==> src/rtl/stopwatch_controller.sv <==
// -----------------------------------------------------------------------------
// stopwatch_controller
//
// Purpose:
//   Sequences the mm:ss stopwatch that feeds a 4-digit display controller.
//   It contains the button synchronisers and debouncers and the IDLE/RUN/
//   PAUSE/ADJUST mode FSM. It also holds the 1 Hz run prescaler, the 2 Hz
//   adjust prescaler and the BCD time counters.
//
// Configuration:
//   BLINK_EN  When defined, the selected field's two digits blink in ADJUST.
//             The blink toggles every CLK_HZ/4 cycles, and the digits start
//             out visible. When undefined, blank_mask is constant 4'b0000 and
//             no blink counter exists.
//
// Parameters:
//   CLK_HZ           clk frequency. 1 Hz tick = CLK_HZ cycles. Must be even and >= 4.
//   DEBOUNCE_CYCLES  number of identical synchronised samples needed before a
//                    new button level is accepted (>= 1).
//
// Ports:
//   clk, reset                    system clock; synchronous active-high reset
//   btn_pause, btn_rst            raw bouncy buttons (start/pause, clear)
//   sw_adjust, sw_sel             raw switches (adjust mode; 0=seconds 1=minutes)
//   minutes_tens .. seconds_units BCD digits to the display controller
//   blank_mask                    1 = blank digit, [3]=min tens .. [0]=sec units
//   running                       high while the FSM is in RUN
//   tick_1hz                      one-cycle pulse on each counted second
// -----------------------------------------------------------------------------

// Two-flop synchroniser, level debouncer and rising-edge press detector.
// The press pulse appears 2 + DEBOUNCE_CYCLES cycles after the raw edge.
module stopwatch_debounce #(
  parameter int DEBOUNCE_CYCLES = 1
) (
  input  logic clk,
  input  logic reset,
  input  logic raw,
  output logic press
);
  localparam int CW = (DEBOUNCE_CYCLES > 1) ? $clog2(DEBOUNCE_CYCLES) : 1;
  localparam logic [CW-1:0] CNT_LAST = CW'(DEBOUNCE_CYCLES - 1);

  logic          sync1;
  logic          sync2;
  logic          level;
  logic [CW-1:0] cnt;

  // NOTE: sequential state uses non-blocking assignments so every flop samples pre-edge values.
  always_ff @(posedge clk) begin
    if (reset) begin
      sync1 <= 1'b0;
      sync2 <= 1'b0;
      level <= 1'b0;
      cnt   <= '0;
      press <= 1'b0;
    end else begin
      sync1 <= raw;
      sync2 <= sync1;
      press <= 1'b0;
      if (sync2 == level) begin
        // Any sample agreeing with the accepted level restarts the run.
        cnt <= '0;
      end else if (cnt == CNT_LAST) begin
        level <= sync2;
        cnt   <= '0;
        press <= sync2;
      end else begin
        cnt <= cnt + CW'(1);
      end
    end
  end
endmodule

module stopwatch_controller #(
  parameter int CLK_HZ          = 100_000_000,
  parameter int DEBOUNCE_CYCLES = 1_000_000
) (
  input  logic       clk,
  input  logic       reset,
  input  logic       btn_pause,
  input  logic       btn_rst,
  input  logic       sw_adjust,
  input  logic       sw_sel,
  output logic [3:0] minutes_tens,
  output logic [3:0] minutes_units,
  output logic [3:0] seconds_tens,
  output logic [3:0] seconds_units,
  output logic [3:0] blank_mask,
  output logic       running,
  output logic       tick_1hz
);
  localparam logic [1:0] ST_IDLE   = 2'd0;
  localparam logic [1:0] ST_RUN    = 2'd1;
  localparam logic [1:0] ST_PAUSE  = 2'd2;
  localparam logic [1:0] ST_ADJUST = 2'd3;

  localparam int HALF_HZ = CLK_HZ / 2;
  localparam int PW      = $clog2(CLK_HZ);
  localparam int AW      = (HALF_HZ > 1) ? $clog2(HALF_HZ) : 1;
  localparam logic [PW-1:0] PRESC_1HZ_LAST = PW'(CLK_HZ - 1);
  localparam logic [AW-1:0] PRESC_ADJ_LAST = AW'(HALF_HZ - 1);

  logic          pause_press;
  logic          rst_press;
  logic [1:0]    adjust_meta;
  logic [1:0]    sel_meta;
  logic          adjust_sync;
  logic          sel_sync;
  logic [1:0]    state;
  logic [1:0]    state_next;
  logic [PW-1:0] presc_1hz;
  logic [AW-1:0] presc_adj;
  logic [7:0]    minutes;  // {tens, units} BCD
  logic [7:0]    seconds;  // {tens, units} BCD

  // Mod-60 BCD increment of a {tens, units} field.
  function automatic logic [7:0] inc_mod60(input logic [7:0] f);
    if (f[3:0] != 4'd9) return {f[7:4], f[3:0] + 4'd1};
    if (f[7:4] != 4'd5) return {f[7:4] + 4'd1, 4'd0};
    return 8'h00;
  endfunction

  stopwatch_debounce #(.DEBOUNCE_CYCLES(DEBOUNCE_CYCLES)) u_db_pause (
    .clk   (clk),
    .reset (reset),
    .raw   (btn_pause),
    .press (pause_press)
  );

  stopwatch_debounce #(.DEBOUNCE_CYCLES(DEBOUNCE_CYCLES)) u_db_rst (
    .clk   (clk),
    .reset (reset),
    .raw   (btn_rst),
    .press (rst_press)
  );

  // Switches are level controls and need only metastability protection.
  always_ff @(posedge clk) begin
    if (reset) begin
      adjust_meta <= 2'b00;
      sel_meta    <= 2'b00;
    end else begin
      adjust_meta <= {adjust_meta[0], sw_adjust};
      sel_meta    <= {sel_meta[0], sw_sel};
    end
  end

  assign adjust_sync = adjust_meta[1];
  assign sel_sync    = sel_meta[1];

  // The clear button has priority and is handled in the sequential block.
  // The adjust switch comes next, then the pause press.
  always_comb begin
    // NOTE: assign a default first so no path leaves state_next unassigned (no latch).
    state_next = state;
    if (adjust_sync && state != ST_ADJUST) begin
      state_next = ST_ADJUST;
    end else if (state == ST_ADJUST && !adjust_sync) begin
      state_next = ST_PAUSE;
    end else if (pause_press) begin
      if (state == ST_IDLE || state == ST_PAUSE) state_next = ST_RUN;
      else if (state == ST_RUN)                  state_next = ST_PAUSE;
    end
  end

  // NOTE: reset is synchronous; it is only acted on at a clock edge.
  always_ff @(posedge clk) begin
    if (reset) begin
      state     <= ST_IDLE;
      presc_1hz <= '0;
      presc_adj <= '0;
      minutes   <= 8'h00;
      seconds   <= 8'h00;
      tick_1hz  <= 1'b0;
    end else begin
      tick_1hz <= 1'b0;
      if (rst_press) begin
        state     <= ST_IDLE;
        presc_1hz <= '0;
        presc_adj <= '0;
        minutes   <= 8'h00;
        seconds   <= 8'h00;
      end else begin
        // A tick due on the same edge as a pause press or a mode change is
        // still applied, because the prescaler follows the current state.
        if (state == ST_RUN) begin
          if (presc_1hz == PRESC_1HZ_LAST) begin
            presc_1hz <= '0;
            tick_1hz  <= 1'b1;
            seconds   <= inc_mod60(seconds);
            if (seconds == 8'h59) minutes <= inc_mod60(minutes);
          end else begin
            presc_1hz <= presc_1hz + PW'(1);
          end
        end else begin
          presc_1hz <= '0;
        end

        // Adjust steps touch only the selected field, so no carry is applied.
        if (state == ST_ADJUST) begin
          if (presc_adj == PRESC_ADJ_LAST) begin
            presc_adj <= '0;
            if (sel_sync) minutes <= inc_mod60(minutes);
            else          seconds <= inc_mod60(seconds);
          end else begin
            presc_adj <= presc_adj + AW'(1);
          end
        end else begin
          presc_adj <= '0;
        end

        state <= state_next;
      end
    end
  end

`ifdef BLINK_EN
  localparam int QUARTER_HZ = CLK_HZ / 4;
  localparam int BW         = (QUARTER_HZ > 1) ? $clog2(QUARTER_HZ) : 1;
  localparam logic [BW-1:0] BLINK_LAST = BW'(QUARTER_HZ - 1);

  logic [BW-1:0] blink_cnt;
  logic          blink_phase;

  // The phase restarts at "visible" on every entry into ADJUST.
  always_ff @(posedge clk) begin
    if (reset || rst_press || state != ST_ADJUST) begin
      blink_cnt   <= '0;
      blink_phase <= 1'b0;
    end else if (blink_cnt == BLINK_LAST) begin
      blink_cnt   <= '0;
      blink_phase <= ~blink_phase;
    end else begin
      blink_cnt <= blink_cnt + BW'(1);
    end
  end

  assign blank_mask = (state == ST_ADJUST && blink_phase) ?
                      (sel_sync ? 4'b1100 : 4'b0011) : 4'b0000;
`else
  assign blank_mask = 4'b0000;
`endif

  assign running       = (state == ST_RUN);
  assign minutes_tens  = minutes[7:4];
  assign minutes_units = minutes[3:0];
  assign seconds_tens  = seconds[7:4];
  assign seconds_units = seconds[3:0];
endmodule

==> config.mk <==
export PLATFORM = sky130hd
export DESIGN_NAME = stopwatch_controller
export DESIGN_NICKNAME = d
export VERILOG_FILES = /design/src/rtl/stopwatch_controller.sv
export SDC_FILE = /design/constraint.sdc
export NUM_CORES = 1
export LEC_CHECK = 0
export ABC_AREA = 1
export CORE_ASPECT_RATIO = 1.5
export CORE_MARGIN = 10
export CORE_UTILIZATION = 55
export DETAILED_ROUTE_END_ITERATION = 12
export PLACE_DENSITY = 0.85
export SLEW_MARGIN = 20
export SYNTH_ARGS = -nofsm -noshare
export SYNTH_HDL_FRONTEND = slang
export SYNTH_SLANG_ARGS = --single-unit
export TNS_END_PERCENT = 50
==> constraint.sdc <==
create_clock -name clk -period 1.78 [get_ports clk]
set_input_delay 0.534 -clock clk [delete_from_list [all_inputs] [get_ports clk]]
set_output_delay 0.534 -clock clk [all_outputs]
set_load 0.05 [all_outputs]
==> implementation parameters <==
Parameter                              Value

Outcome
  Result of the run    finished, final reports clean

CTS
  Clock sink total    124
  Post-CTS Hold Buffers    0
  CTS tree    yes
  Clock buffer depth    2
  Total CTS buffers    17
  Root buffer cell    clkbuf_16
  Insertion delay to the later sink of the worst-skew pair    0.43 ns
  Clock transition at the registers of the reported paths    0.06 ns
  Htree depth    4

Power
  Pwr per Cell Area    833.7 nW/um2
  Largest voltage drop on the vdd net    0.8036 mV
  Sw Pwr    0.001423 W
  Cell Int Power    0.005018 W
  Flop pwr share    0.434
  Pleak    2.982 nW
  Net switching fraction of the power    0.2209
  Comb pwr share    0.022
  Clk network pwr share    0.544

Timing
  Clock Skew    0.009459 ns
  Unrepaired setup endpoints after global routing    true
  Highest clock rate    570.3 MHz
  Final critical path time including I/O delays and setup    1.753 ns
  Number of pins with negative max-slew slack in the final report    0
  Post-route clock period utilization    0.9850
  Endpoints failing setup    0
  Setup TNS    0 ns
  Setup slack of the critical path after layout    0.02666 ns
  Count of final hold-check violations    0

Setup path
  Worst Setup Start Kind    flip-flop
  Worst r2r dst    u_db_rst.cnt[14]
  Endpoint class of the critical path    flip-flop
  Crit path arrival time    2.08 ns
  Crit path required time    2.11 ns
  Startpoint of the lowest-slack register-to-register path    u_db_rst.cnt[1]
  Total buffers and inverters traversed by the critical path    2
  Largest stage delay on the critical path    0.35 ns
  Internal reg-to-reg setup slack    0.03 ns
  Critical-path cell with the highest stage delay    dfxtp_1
  Worst Path Class, Setup    reg -> reg
  Cell family contributing the most delay on the critical path    simple AND/OR/NAND/NOR gates
  Cells on worst reg2reg path    9
  Critical path peak fanout    4
  Worst-path cell chain    ha_2 > nand3_2 > inv_1 > nand4_1 > inv_1 > nand3_1 > nor2_2 > a21oi_1 > nor3_1
  Cell seen most often among critical-path stages    inv_1
  Origin of the worst setup path    u_db_rst.cnt[1]

Routing
  Post-route antenna net violation count    0
  Detail-routed via count per cell    5.321
  Total number of vias    5848
  Total wire length    15050 um
  TritonRoute pass-1 iters    5
  Routed wirelength normalized by instance count    13.69 um
  Iteration-0 DRC Markers    364
  DRC Markers    0

Place
  Worst setup slack after placement    -0.2183 ns
  Detailed-placement wirelength estimate    10100 um
  Number of input and output port buffers inserted    23
  RD Place Congestion    0.8673

Min path
  Hold Crit Class    reg -> reg
  Destination of the worst hold path    u_db_rst.sync2
  Worst hold stages    2
  Worst hold path startpoint    u_db_rst.sync1

Yosys
  Most used standard cell by instance count after synthesis    nand2_1
  Fraction of synthesis flops using an asynchronous set or reset pin    0
  Number of enable-type register cells in the synthesized netlist    0
  Top post-synthesis cells by area    dfxtp_1 (41%), nand2_1 (9.7%), inv_1 (8.2%)
  Area fraction of the dominant cell type after synthesis    0.4069
  Number of storage elements in the synthesis netlist    124
  Synth Cell Area    6101 um2
  Commonest cells post-synth    nand2_1 (157), inv_1 (133), nor2_1 (129), dfxtp_1 (124), nand3_1 (55)
  Dominant register cell in the synthesized netlist    dfxtp_1
  Post-synthesis sequential area ratio    0.4069
  Synth Area per Inst    7.078 um2
  Synth unique cells    41
  Warnings, synthesis    0
  Library cell occupying the most area in the post-synthesis netlist    dfxtp_1
  Syn Inst Count    862

Die
  Horizontal die dimension    106.0 um
  Placeable core area    10940 um2
  Initial cell density of the core    0.5578
  Vertical die dimension    149.0 um
  Area of the die    15790 um2
  Standard-cell rows    47
  Number of placed I/O pins    28

Finish
  Antenna cell count    0
  Count of filler cells inserted in the layout    809
  Layout overhead on the synthesized area    26.64%
  Fraction of layout instances using a drive strength above 1    0.2006
  FF/Latch Area    2509 um2
  Net total in the final layout    951
  Multi-input logic area    3171 um2

Global route
  Number of antenna violations at the first check in global routing    0
  Largest net degree at the start of global routing    21
  Total track usage    0.1851
  Number of global-route vias before repair    5833
  Wire length of the first global-routing pass    24570 um
  Total congestion overflow after global routing    0

Flow run
  Number of max-cap violations    0
[layer usage]
layer / vias up / track usage / share of wire / wire length [um]
met5: - / 0 / 0 / 0
met4: 0 / 0.1067 / 0.039 / 590
met3: 56 / 0.03979 / 0.039 / 580
met2: 177 / 0.3508 / 0.55 / 8245
met1: 2714 / 0.1783 / 0.37 / 5633
li1: 2901 / - / - / -
[power by group through the flow]
stage	logic (W)	registers (W)	clock network [W]
2_1_floorplan	0.0000898	0.00286	0
5_1_grt	0.000155	0.00279	0.00365
4_1_cts	0.000136	0.00280	0.00351
3_3_place_gp	0.000132	0.00286	0
3_5_place_dp	0.000135	0.00286	0
6_report	0.000141	0.00279	0.00351
[metrics by stage]
stage | cell area, um2 | utilization | hold slack [ns] | cells | power, W
floorplan | 6112 | - | 0.3883 | 865 | 0.002946
global placement | 6910 | 0.6318 | 0.3899 | 1058 | 0.002989
detailed placement | 6910 | 0.6318 | 0.3957 | 1058 | 0.002993
CTS | 7521 | 0.6876 | 0.4081 | 1090 | 0.006444
global route | 7726 | 0.7064 | 0.4330 | 1099 | 0.006601
finish | 7726 | 0.7064 | 0.4101 | 1099 | 0.006441
[flip-flops by register name, summed over array words and instances (netlist names)]
| signal | flops |
|---|---|
| u_db_rst.cnt | 20 |
| u_db_pause.sync1 | 1 |
| u_db_rst.sync2 | 1 |
| u_db_rst.level | 1 |
| minutes | 8 |
| u_db_pause.press | 1 |
| u_db_pause.sync2 | 1 |
| u_db_rst.sync1 | 1 |
| state | 2 |
| u_db_rst.press | 1 |
| seconds | 8 |
| adjust_meta | 2 |
| u_db_pause.cnt | 20 |
| presc_1hz | 27 |
| u_db_pause.level | 1 |
| sel_meta | 2 |
| presc_adj | 26 |
| tick_1hz | 1 |
[placed cells by master, fill, tap and decap left out, types with 2 or more instances in the layout]
master | netlist | layout
xnor2_1 | 12 | 12
xor2_1 | 24 | 24
inv_6 | 0 | 3
clkbuf_8 | 0 | 3
nor2_2 | 10 | 15
bufinv_16 | 0 | 2
dfxtp_1 | 124 | 109
nor3_2 | 3 | 6
nand2_2 | 14 | 17
dfxtp_2 | 0 | 12
o31ai_1 | 2 | 2
buf_4 | 6 | 40
nand3_1 | 55 | 50
clkbuf_16 | 0 | 17
o21ai_0 | 14 | 14
nor4_1 | 5 | 4
and3_1 | 3 | 3
nor2_4 | 7 | 9
nand4_1 | 31 | 31
o211ai_1 | 2 | 2
or2_0 | 3 | 3
inv_1 | 133 | 125
or2_2 | 2 | 2
buf_12 | 0 | 19
ha_1 | 6 | 4
conb_1 | 1 | 4
nor3b_1 | 3 | 3
dfxtp_4 | 0 | 3
clkdlybuf4s50_1 | 0 | 5
a21oi_1 | 45 | 45
o21ai_1 | 3 | 3
nor2_1 | 129 | 122
inv_2 | 3 | 11
nand2_4 | 1 | 3
nand3_2 | 9 | 13
nor3_1 | 38 | 35
o21a_1 | 3 | 3
nand2_1 | 157 | 153
clkinvlp_4 | 0 | 6
[how the worst max path moves through the flow]
stage	to	slack, ns	cells past startpoint
global placement	presc_adj[25]	-0.14	8
floorplan	minutes[5]	0.006	7
global route	u_db_rst.cnt[14]	-0.13	9
CTS	presc_adj[20]	0.02	12
detailed placement	presc_adj[25]	-0.22	8
finish	u_db_rst.cnt[14]	0.03	9
[repair_timing]
| item | 4_1_cts | 5_1_grt |
|---|---|---|
| cloned | 0 | 2 |
| setup endpoints to repair | 7 | 71 |
| resized for setup | 3 | 53 |
| pin swaps | 0 | 12 |
| buffers inserted | 0 | 7 |
[cell type report]
type | instances | share of cell area
Timing Repair Buffer | 66 | 0.09700
Sequential cell | 124 | 0.3247
Inverter | 136 | 0.06607
Tap cell | 147 | 0.02381
Clock inverter | 12 | 0.01765
Clock buffer | 20 | 0.06040
Multi-Input combinational cell | 594 | 0.4104
[tightest hold or removal path: stages, from the launching register on]
cell,delay [ns]
dfxtp_1,0.29
inv_1,0.04
nor2_1,0.04
[kinds of logic (layout without fill, tap and decap cells)]
logic type | Yosys count | in the layout | synth area share
AND/OR/NAND/NOR | 472 | 473 | 0.3648
buffers and inverters | 148 | 234 | 0.09536
flip-flops | 124 | 124 | 0.4069
AO/OA/AOI/OAI | 75 | 75 | 0.06829
XOR/XNOR | 36 | 36 | 0.05168
adder cells (fa/ha/maj) | 6 | 6 | 0.01230
other | 1 | 4 | 0.0006147
Note: power is estimated with default switching activity, not from simulation.
